`src/rtl/noise_fill_ctrl.sv`:
```
// Fill sequencer for the noise memory banks: owns the Galois LFSR and sweeps every
// address of the selected banks once per start request, reporting busy/done/count.
module noise_fill_ctrl #(
  parameter int          pBANKS        = 16,
  parameter int          pADDR_BITS    = 3,
  parameter logic [31:0] pLFSR_TAPS    = 32'h80200003,
  parameter logic [31:0] pSEED_DEFAULT = 32'h00000001
) (
  input  logic                  clk,
  input  logic                  rst_n,
  input  logic [31:0]           I_seed,
  input  logic                  I_seed_load,
  input  logic                  I_start,
  input  logic [pBANKS-1:0]     I_bank_mask,
  input  logic                  I_hold,
  input  logic                  I_abort,
  output logic                  O_wr_en,
  output logic [pADDR_BITS-1:0] O_wr_addr,
  output logic [pBANKS-1:0]     O_enable,
  output logic [31:0]           O_lfsr_state,
  output logic                  O_busy,
  output logic                  O_done,
  output logic [15:0]           O_fill_count
);

  typedef enum logic [1:0] {IDLE, FILL, DONE} state_t;

  localparam logic [pADDR_BITS-1:0] ADDR_LAST = '1;

  state_t                  state_q, state_d;
  logic [pADDR_BITS-1:0]   addr_q, addr_d;
  logic [31:0]             lfsr_q, lfsr_d;
  logic [pBANKS-1:0]       mask_q, mask_d;
  logic [15:0]             fill_count_q, fill_count_d;

  function automatic logic [31:0] lfsr_step(input logic [31:0] cur);
    return cur[0] ? ((cur >> 1) ^ pLFSR_TAPS) : (cur >> 1);
  endfunction

  always_comb begin
    state_d      = state_q;
    addr_d       = addr_q;
    lfsr_d       = lfsr_q;
    mask_d       = mask_q;
    fill_count_d = fill_count_q;
    case (state_q)
      IDLE: begin
        // A seed load in the start cycle is applied first, so the fill uses the new seed.
        if (I_seed_load) lfsr_d = (I_seed == '0) ? pSEED_DEFAULT : I_seed;
        if (I_start) begin
          if (I_bank_mask != '0) begin
            mask_d  = I_bank_mask;
            addr_d  = '0;
            state_d = FILL;
          end else begin
            state_d = DONE;
          end
        end
      end
      FILL: begin
        if (I_abort) begin
          state_d = IDLE;
        end else if (!I_hold) begin
          addr_d = addr_q + 1'b1;
          lfsr_d = lfsr_step(lfsr_q);
          if (addr_q == ADDR_LAST) state_d = DONE;
        end
      end
      DONE: state_d = IDLE;
      default: state_d = IDLE;
    endcase
    // Count on entry to DONE so the new value is visible alongside the done pulse.
    if (state_d == DONE && fill_count_q != 16'hFFFF) fill_count_d = fill_count_q + 16'd1;
  end

  always_ff @(posedge clk or negedge rst_n) begin
    if (!rst_n) begin
      state_q      <= IDLE;
      addr_q       <= '0;
      lfsr_q       <= pSEED_DEFAULT;
      mask_q       <= '0;
      fill_count_q <= '0;
    end else begin
      state_q      <= state_d;
      addr_q       <= addr_d;
      lfsr_q       <= lfsr_d;
      mask_q       <= mask_d;
      fill_count_q <= fill_count_d;
    end
  end

  assign O_wr_en      = (state_q == FILL) && !I_hold && !I_abort;
  assign O_wr_addr    = addr_q;
  assign O_enable     = (state_q == FILL) ? mask_q : '0;
  assign O_lfsr_state = lfsr_q;
  assign O_busy       = (state_q != IDLE);
  assign O_done       = (state_q == DONE);
  assign O_fill_count = fill_count_q;

endmodule
```
`config.mk`:
```
export PLATFORM = sky130hd
export DESIGN_NAME = noise_fill_ctrl
export DESIGN_NICKNAME = d
export VERILOG_FILES = /design/src/rtl/noise_fill_ctrl.sv
export SDC_FILE = /design/constraint.sdc
export NUM_CORES = 1
export LEC_CHECK = 0
export CELL_PAD_IN_SITES_DETAIL_PLACEMENT = 2
export CELL_PAD_IN_SITES_GLOBAL_PLACEMENT = 2
export CORE_ASPECT_RATIO = 2
export CORE_MARGIN = 1
export CORE_UTILIZATION = 35
export CTS_BUF_LIST = sky130_fd_sc_hd__clkbuf_2 sky130_fd_sc_hd__clkbuf_4 sky130_fd_sc_hd__clkbuf_8
export CTS_CLUSTER_SIZE = 28
export DETAILED_ROUTE_END_ITERATION = 7
export DONT_BUFFER_PORTS = 1
export PLACE_DENSITY_LB_ADDON = 0.1
export REMOVE_ABC_BUFFERS = 1
export SLEW_MARGIN = 10
export SYNTH_ARGS = -nofsm -noshare
export SYNTH_HDL_FRONTEND = slang
export SYNTH_SLANG_ARGS = --single-unit
export TNS_END_PERCENT = 30
```
`constraint.sdc`:
```
create_clock -name clk -period 2 [get_ports clk]
set_clock_uncertainty 0.05 [all_clocks]
set_input_delay 0.4 -clock clk [delete_from_list [all_inputs] [get_ports clk]]
set_output_delay 0.4 -clock clk [all_outputs]
set_load 0.005 [all_outputs]
```
==> impl_metrics.yaml, run 1 <==
drt:
  wl_um: 10100
  routedWlPerCell_um: 22.7
  drc: 0
  ant_nets: 0
  drt_iter0_drc: 79
  vias: 2551
  viasPerCell: 5.72
  first_pass_iters: 2
clocking:
  root_buffer: "clkbuf_8"
  cts_buffers: 9
  cts_num_sinks: 69
  cts_tree: "built"
  clockBufferDepth: 2
  htreeDepth: 3
  clk_pin_slew_ns: 0.08
  clock_latency_ns: 0.35
synthesis:
  async_reset_ff_share_pct: 100
  synth-edff-count: 0
  ys_seq_area_share_pct: 51.0
  yosysUniqueCellTypes: 38
  avgSynthCellArea_um2: 10.9
  postSynthCellCount: 312
  synth_top_flop_cell: "dfrtp_1"
  syn_area_um2: 3390
  yosysWarningCount: 0
  synth-seq-cells: 69
global_route:
  grt_max_degree: 70
  grt_pass1_wl_um: 15400
  grt-ovfl-total: 0
  track_usage_pct: 20.9
  antenna_found_initial: 0
  grt_pass1_vias: 2935
floorplan:
  die_area_um2: 10100
  rows: 50
  core-area_um2: 9380
  initial_core_util_pct: 36.1
  fp.dieH_um: 141
  io_pins: 124
  die_w_um: 71.6
run:
  cap_violations: 0
final_layout:
  instances_no_fill: 446
  regArea_um2: 1730
  syn2layout_area_growth_pct: 16.6
  n_fill_cell: 1023
  insertedDiodeCount: 0
  drive_above_1_share_pct: 23.4
  final_nets: 394
  multi_input_area_um2: 1610
  final_common_cell: "dfrtp_1"
  layout_common_cells: "68 x dfrtp_1, 38 x nor2_1, 34 x a21oi_1"
worst_setup_path:
  path_cells: "and2b_2 > buf_12 > and2_1"
  critPathRequiredTime_ns: 1.55
  cp_slowest_cell: "dfrtp_1"
  critical_path_arrival_ns: 1.43
  r2r_end: "O_fill_count[15]"
  criticalPathCategory: "register to output pin"
  max_stage_delay_ns: 0.39
  cp-start-kind: "register"
  crit_fanout: 26
  crit_buf_inv: 1
  critPathTopFamily: "simple AND/OR/NAND/NOR gates"
  r2r-start: "state_q[0]"
  crit_path_end_kind: "output pin"
  reg2reg_depth: 5
  rrSetupSlack_ns: 0.12
power:
  ir_drop_mv: 0.385
  power_density_nw_per_um2: 992
  leakage_nw: 1.76
sta:
  fin_crit_ns: 1.88
  grt_setup_unrepaired: "no"
  clock.fmax_mhz: 532
  timing.final.crit_share_pct: 94.1
  slew-limit-headroom_pct: 71.9
  hold_viol: 69
  worstMarginPinSlew_ns: 0.417
  hold_slack_ns: -0.318
  final_max_slew_viol_count: 0
  setup_violations: 0
place:
  gp_congestion: 0.751
  port_buffers: 0
  dp_hpwl_um: 7520
  dpl.cell_count: 425
outcome:
  violations: "hold timing"
  outcome: "finished with violations"
min_path:
  hold_class: "input pin to asynchronous set/reset pin"
==> Yosys cell counts, types with 5 or more instances <==
| library cell | number | area [µm²] |
|---|---|---|
| a21oi_1 | 34 | 170 |
| and2_1 | 16 | 100 |
| buf_2 | 6 | 30.0 |
| clkbuf_1 | 7 | 26.3 |
| dfrtp_1 | 68 | 1700 |
| mux2_2 | 20 | 225 |
| mux2i_1 | 30 | 300 |
| nand2_1 | 13 | 48.8 |
| nand3_1 | 5 | 25.0 |
| nand4_1 | 6 | 37.5 |
| nor2_1 | 39 | 146 |
| nor4_1 | 13 | 81.3 |
| o21ai_0 | 5 | 25.0 |
| xor2_1 | 12 | 105 |
==> cell type report <==
type | count | area share, %
clock inverters | 4 | 1.20
clock buffers | 12 | 3.86
multi-input cells | 224 | 40.7
flip-flops and latches | 69 | 43.7
inverters | 4 | 0.412
well taps | 104 | 3.29
repair buffers | 29 | 6.78
==> metal layers <==
layer / GRT usage [%] / up-vias / wire [µm]
li1: - / 1149 / -
met1: 17.8 / 1302 / 3120
met2: 42.9 / 82 / 6230
met3: 4.65 / 18 / 500
met4: 10.0 / 0 / 274
met5: 0 / - / 0
==> worst max-delay path by stage <==
stage,slack (ns),cells past startpoint,endpoint,from
finish,0.12,3,O_enable[3],state_q[1]
detailed placement,-0.20,6,O_fill_count[8],I_bank_mask[9]
floorplan,-1.30,5,O_lfsr_state[0],I_abort
CTS,0.007,7,O_fill_count[15],state_q[1]
global placement,-0.08,6,O_fill_count[8],I_bank_mask[9]
global route,0.03,7,O_fill_count[15],state_q[1]
==> power by group <==
group,total (W),switching [W],internal [W]
clock network,0.00117,0.000533,0.000634
logic,0.000767,0.000366,0.000401
registers,0.00199,0.000294,0.00169
total,0.00392,0.00119,0.00273
==> kinds of logic after synthesis <==
kind of cell | after synthesis | share of synthesized area, %
AO/OA/AOI/OAI | 43 | 6.69
multiplexers | 50 | 15.5
adder cells (fa/ha/maj) | 3 | 1.11
AND/OR/NAND/NOR | 112 | 19.0
buffers and inverters | 20 | 2.81
flip-flops | 69 | 51.0
XOR/XNOR | 15 | 3.88
==> repair_timing <==
| item | in CTS | in global routing |
|---|---|---|
| endpoints found under the setup margin | 7 | 4 |
| buffers inserted | 0 | 3 |
| gates cloned | 1 | 1 |
| resized for setup | 2 | 2 |
| endpoints found under the hold margin | 69 | 69 |
==> worst register-to-register path: stages, from the launching register on <==
cell and delay (ns):
dfrtp_1 0.41, nor2_1 0.21, nand2_1 0.17, o21a_4 0.29, nor4b_4 0.28, mux2_2 0.35
==> state kept, by name, summed over array words and instances (netlist names) <==
| signal | count |
|---|---|
| O_wr_addr | 3 |
| O_fill_count | 16 |
| state_q | 2 |
| O_lfsr_state | 32 |
| mask_q | 16 |
==> per-stage QoR <==
| stage | area, µm² | setup slack, ns | TNS (ns) | total power [W] | util (%) |
|---|---|---|---|---|---|
| after floorplan | 3310 | -1.30 | -54.71 | 0.00249 | - |
| after global placement | 3660 | -0.0817 | -0.155 | 0.00273 | 39.0 |
| after detailed placement | 3660 | -0.201 | -1.14 | 0.00277 | 39.0 |
| after CTS | 3910 | 0.00714 | 0 | 0.00399 | 41.6 |
| after global routing | 3950 | 0.0284 | 0 | 0.00415 | 42.1 |
| final | 3950 | 0.119 | 0 | 0.00392 | 42.1 |
Power figures use the tool's default switching activity.
==> run 2, diff against run 1 <==
Settings changed: ABC_AREA from default to 1.
==> impl_metrics.yaml, run 2 <==
worst_setup_path:
  critical_path_arrival_ns: 1.34
  critPathRequiredTime_ns: 1.55
  rrSetupSlack_ns: 0.22
  crit_path_end_kind: "output pin"
  path_cells: "nand2_2 > buf_6 > nor2_1"
  r2r-start: "O_fill_count[1]"
  cp_slowest_cell: "dfrtp_1"
  crit_buf_inv: 1
  worstSetupStartpoint: "state_q[0]"
  criticalPathCategory: "register to output pin"
  max_stage_delay_ns: 0.40
  reg2reg_depth: 9
  critPathTopFamily: "flip-flops"
  cp-start-kind: "register"
  r2r_end: "O_fill_count[8]"
  crit_fanout: 51
synthesis:
  async_reset_ff_share_pct: 100
  avgSynthCellArea_um2: 7.39
  netlist.area_leader.share_pct: 47.2
  syn_area_um2: 3610
  synth_top_flop_cell: "dfrtp_1"
  synth-seq-cells: 69
  yosysUniqueCellTypes: 28
  ys_seq_area_share_pct: 47.9
  yosysMostFrequentCell: "nand2_1"
  synth-edff-count: 0
  postSynthCellCount: 488
  yosys.area.top_type: "dfrtp_1"
  synth_common_cells: "144 x nand2_1, 111 x nor2_1, 68 x dfrtp_1"
  yosysWarningCount: 0
  synth_area_leaders: "dfrtp_1 47%, nand2_1 15%, nor2_1 12%, a31oi_1 5.0%, nand3_1 3.9%"
floorplan:
  die_w_um: 73.8
  io_pins: 124
  die_area_um2: 10700
  rows: 52
  core-area_um2: 10100
  initial_core_util_pct: 35.8
  fp.dieH_um: 146
sta:
  slew-limit-headroom_pct: 73.0
  grt_setup_unrepaired: "no"
  setup_violations: 0
  hold_slack_ns: -0.330
  worstMarginPinSlew_ns: 0.405
  hold_viol: 69
  fin_crit_ns: 1.79
  timing.final.crit_share_pct: 89.7
  final_max_slew_viol_count: 0
  clock.fmax_mhz: 557
final_layout:
  multi_input_area_um2: 1660
  n_fill_cell: 1215
  regArea_um2: 1730
  post-route-util_pct: 39.1
  layout_common_cells: "143 x nand2_1, 111 x nor2_1, 68 x dfrtp_1"
  largest_reg_flops: 32
  syn2layout_area_growth_pct: 9.26
  finalInstanceArea_um2: 3940
  insertedDiodeCount: 0
  drive_above_1_share_pct: 7.76
  final_nets: 543
  final_common_cell: "nand2_1"
drt:
  drt_iter0_drc: 98
  drc: 0
  first_pass_iters: 4
  ant_nets: 0
  vias: 3281
  viasPerCell: 5.25
  routedWlPerCell_um: 18.5
  wl_um: 11600
power:
  swShare_pct: 33.9
  comb_power_share_pct: 18.8
  power_frac_clock_pct: 29.7
  power_density_nw_per_um2: 985
  p_seq_share_pct: 51.4
  internal_power_w: 0.00257
  switchingPower_w: 0.00132
  leakage_nw: 1.87
  ir_drop_mv: 0.376
clocking:
  clockBufferDepth: 2
  clock_latency_ns: 0.36
  root_buffer: "clkbuf_8"
  cts_buffers: 9
  htreeDepth: 3
  clk_pin_slew_ns: 0.08
  postCtsSetupBuffers: 0
  cts_tree: "built"
  cts_num_sinks: 69
run:
  cap_violations: 0
global_route:
  grt_max_degree: 70
  grt_pass1_wl_um: 18400
  antenna_found_initial: 0
  grt-ovfl-total: 0
  track_usage_pct: 23.1
  grt_pass1_vias: 3728
min_path:
  hold_class: "input pin to asynchronous set/reset pin"
place:
  gp_congestion: 0.801
  place_area_um2: 3750
  dp_hpwl_um: 8530
  port_buffers: 0
outcome:
  outcome: "finished with violations"
  violations: "hold timing"
-- run 2: changes by cell type in the layout (fill, tap and decap cells not counted), sizes merged, moves of 6 or more --
| cell | change |
|---|---|
| mux2 | -20 |
| inv | +29 |
| a31oi | +28 |
| nor2 | +75 |
| mux2i | -30 |
| nand2 | +136 |
| nor4 | -15 |
| xor2 | -6 |
| and2 | -16 |
| a21oi | -16 |
| nand3 | +23 |
| buf | -20 |
-- run 2: final cells by class --
cell class / count / share of cell area, %
clock buffers: 11 / 3.52
clock inverters: 4 / 1.27
inverters: 32 / 3.05
multi-input cells: 366 / 42.1
flip-flops and latches: 69 / 43.8
well taps: 135 / 4.29
repair buffers: 8 / 1.94
-- run 2: how the worst max path moves through the flow --
stage / cells past startpoint / to / slack [ns]
6_report: 3 / O_enable[14] / 0.21
5_1_grt: 9 / O_fill_count[5] / 0.07
4_1_cts: 3 / O_enable[10] / 0.03
3_5_place_dp: 9 / O_fill_count[4] / 0.21
3_3_place_gp: 9 / O_fill_count[10] / 0.31
2_1_floorplan: 8 / O_lfsr_state[1] / -0.91
-- run 2: cell families after synthesis --
logic type / synth area share, %
simple gates: 34.0
fa+ha+maj: 1.04
buf+inv: 6.17
flops: 47.9
compound gates: 8.71
xor+xnor: 2.19
-- run 2: repair_timing --
| action | 4_1_cts | 5_1_grt |
|---|---|---|
| hold endpoints to repair | 69 | 69 |
| endpoints found under the setup margin | 0 | 15 |
| resized for setup | 0 | 1 |
-- run 2: layer usage --
metal | vias to the layer above | share of wire (%) | global-route usage [%]
li1 | 1545 | - | -
met1 | 1644 | 34 | 22.3
met2 | 78 | 57 | 43.3
met3 | 14 | 6.8 | 6.93
met4 | 0 | 2.0 | 9.13
met5 | - | 0 | 0
-- run 2: metrics by stage --
step | total power (W) | hold slack, ns | setup slack (ns) | setup TNS [ns] | std cells
2_1_floorplan | 0.00248 | 0.0544 | -0.911 | -28.14 | 467
3_5_place_dp | 0.00278 | 0.0559 | 0.205 | 0 | 610
5_1_grt | 0.00416 | -0.360 | 0.0721 | 0 | 625
4_1_cts | 0.00396 | -0.351 | 0.0331 | 0 | 625
6_report | 0.00388 | -0.330 | 0.206 | 0 | 625
3_3_place_gp | 0.00272 | 0.0559 | 0.305 | 0 | 610
-- run 2: worst reg2reg max path, stage by stage (launching register included) --
cell     delay [ns]
dfrtp_1        0.45
ha_1           0.23
nand2_1        0.12
nor2_4         0.18
nand2_4        0.08
nor2_4         0.11
nand2_4        0.14
nand2_4        0.22
nand2_1        0.08
nand2_1        0.06
-- run 2: power groups by stage --
stage	Sequential [W]	Combinational, W	Clock [W]
after global routing	0.00205	0.000849	0.00126
final	0.00200	0.000731	0.00115
after floorplan	0.00193	0.000554	0
after detailed placement	0.00204	0.000748	0
after CTS	0.00201	0.000752	0.00120
after global placement	0.00203	0.000695	0
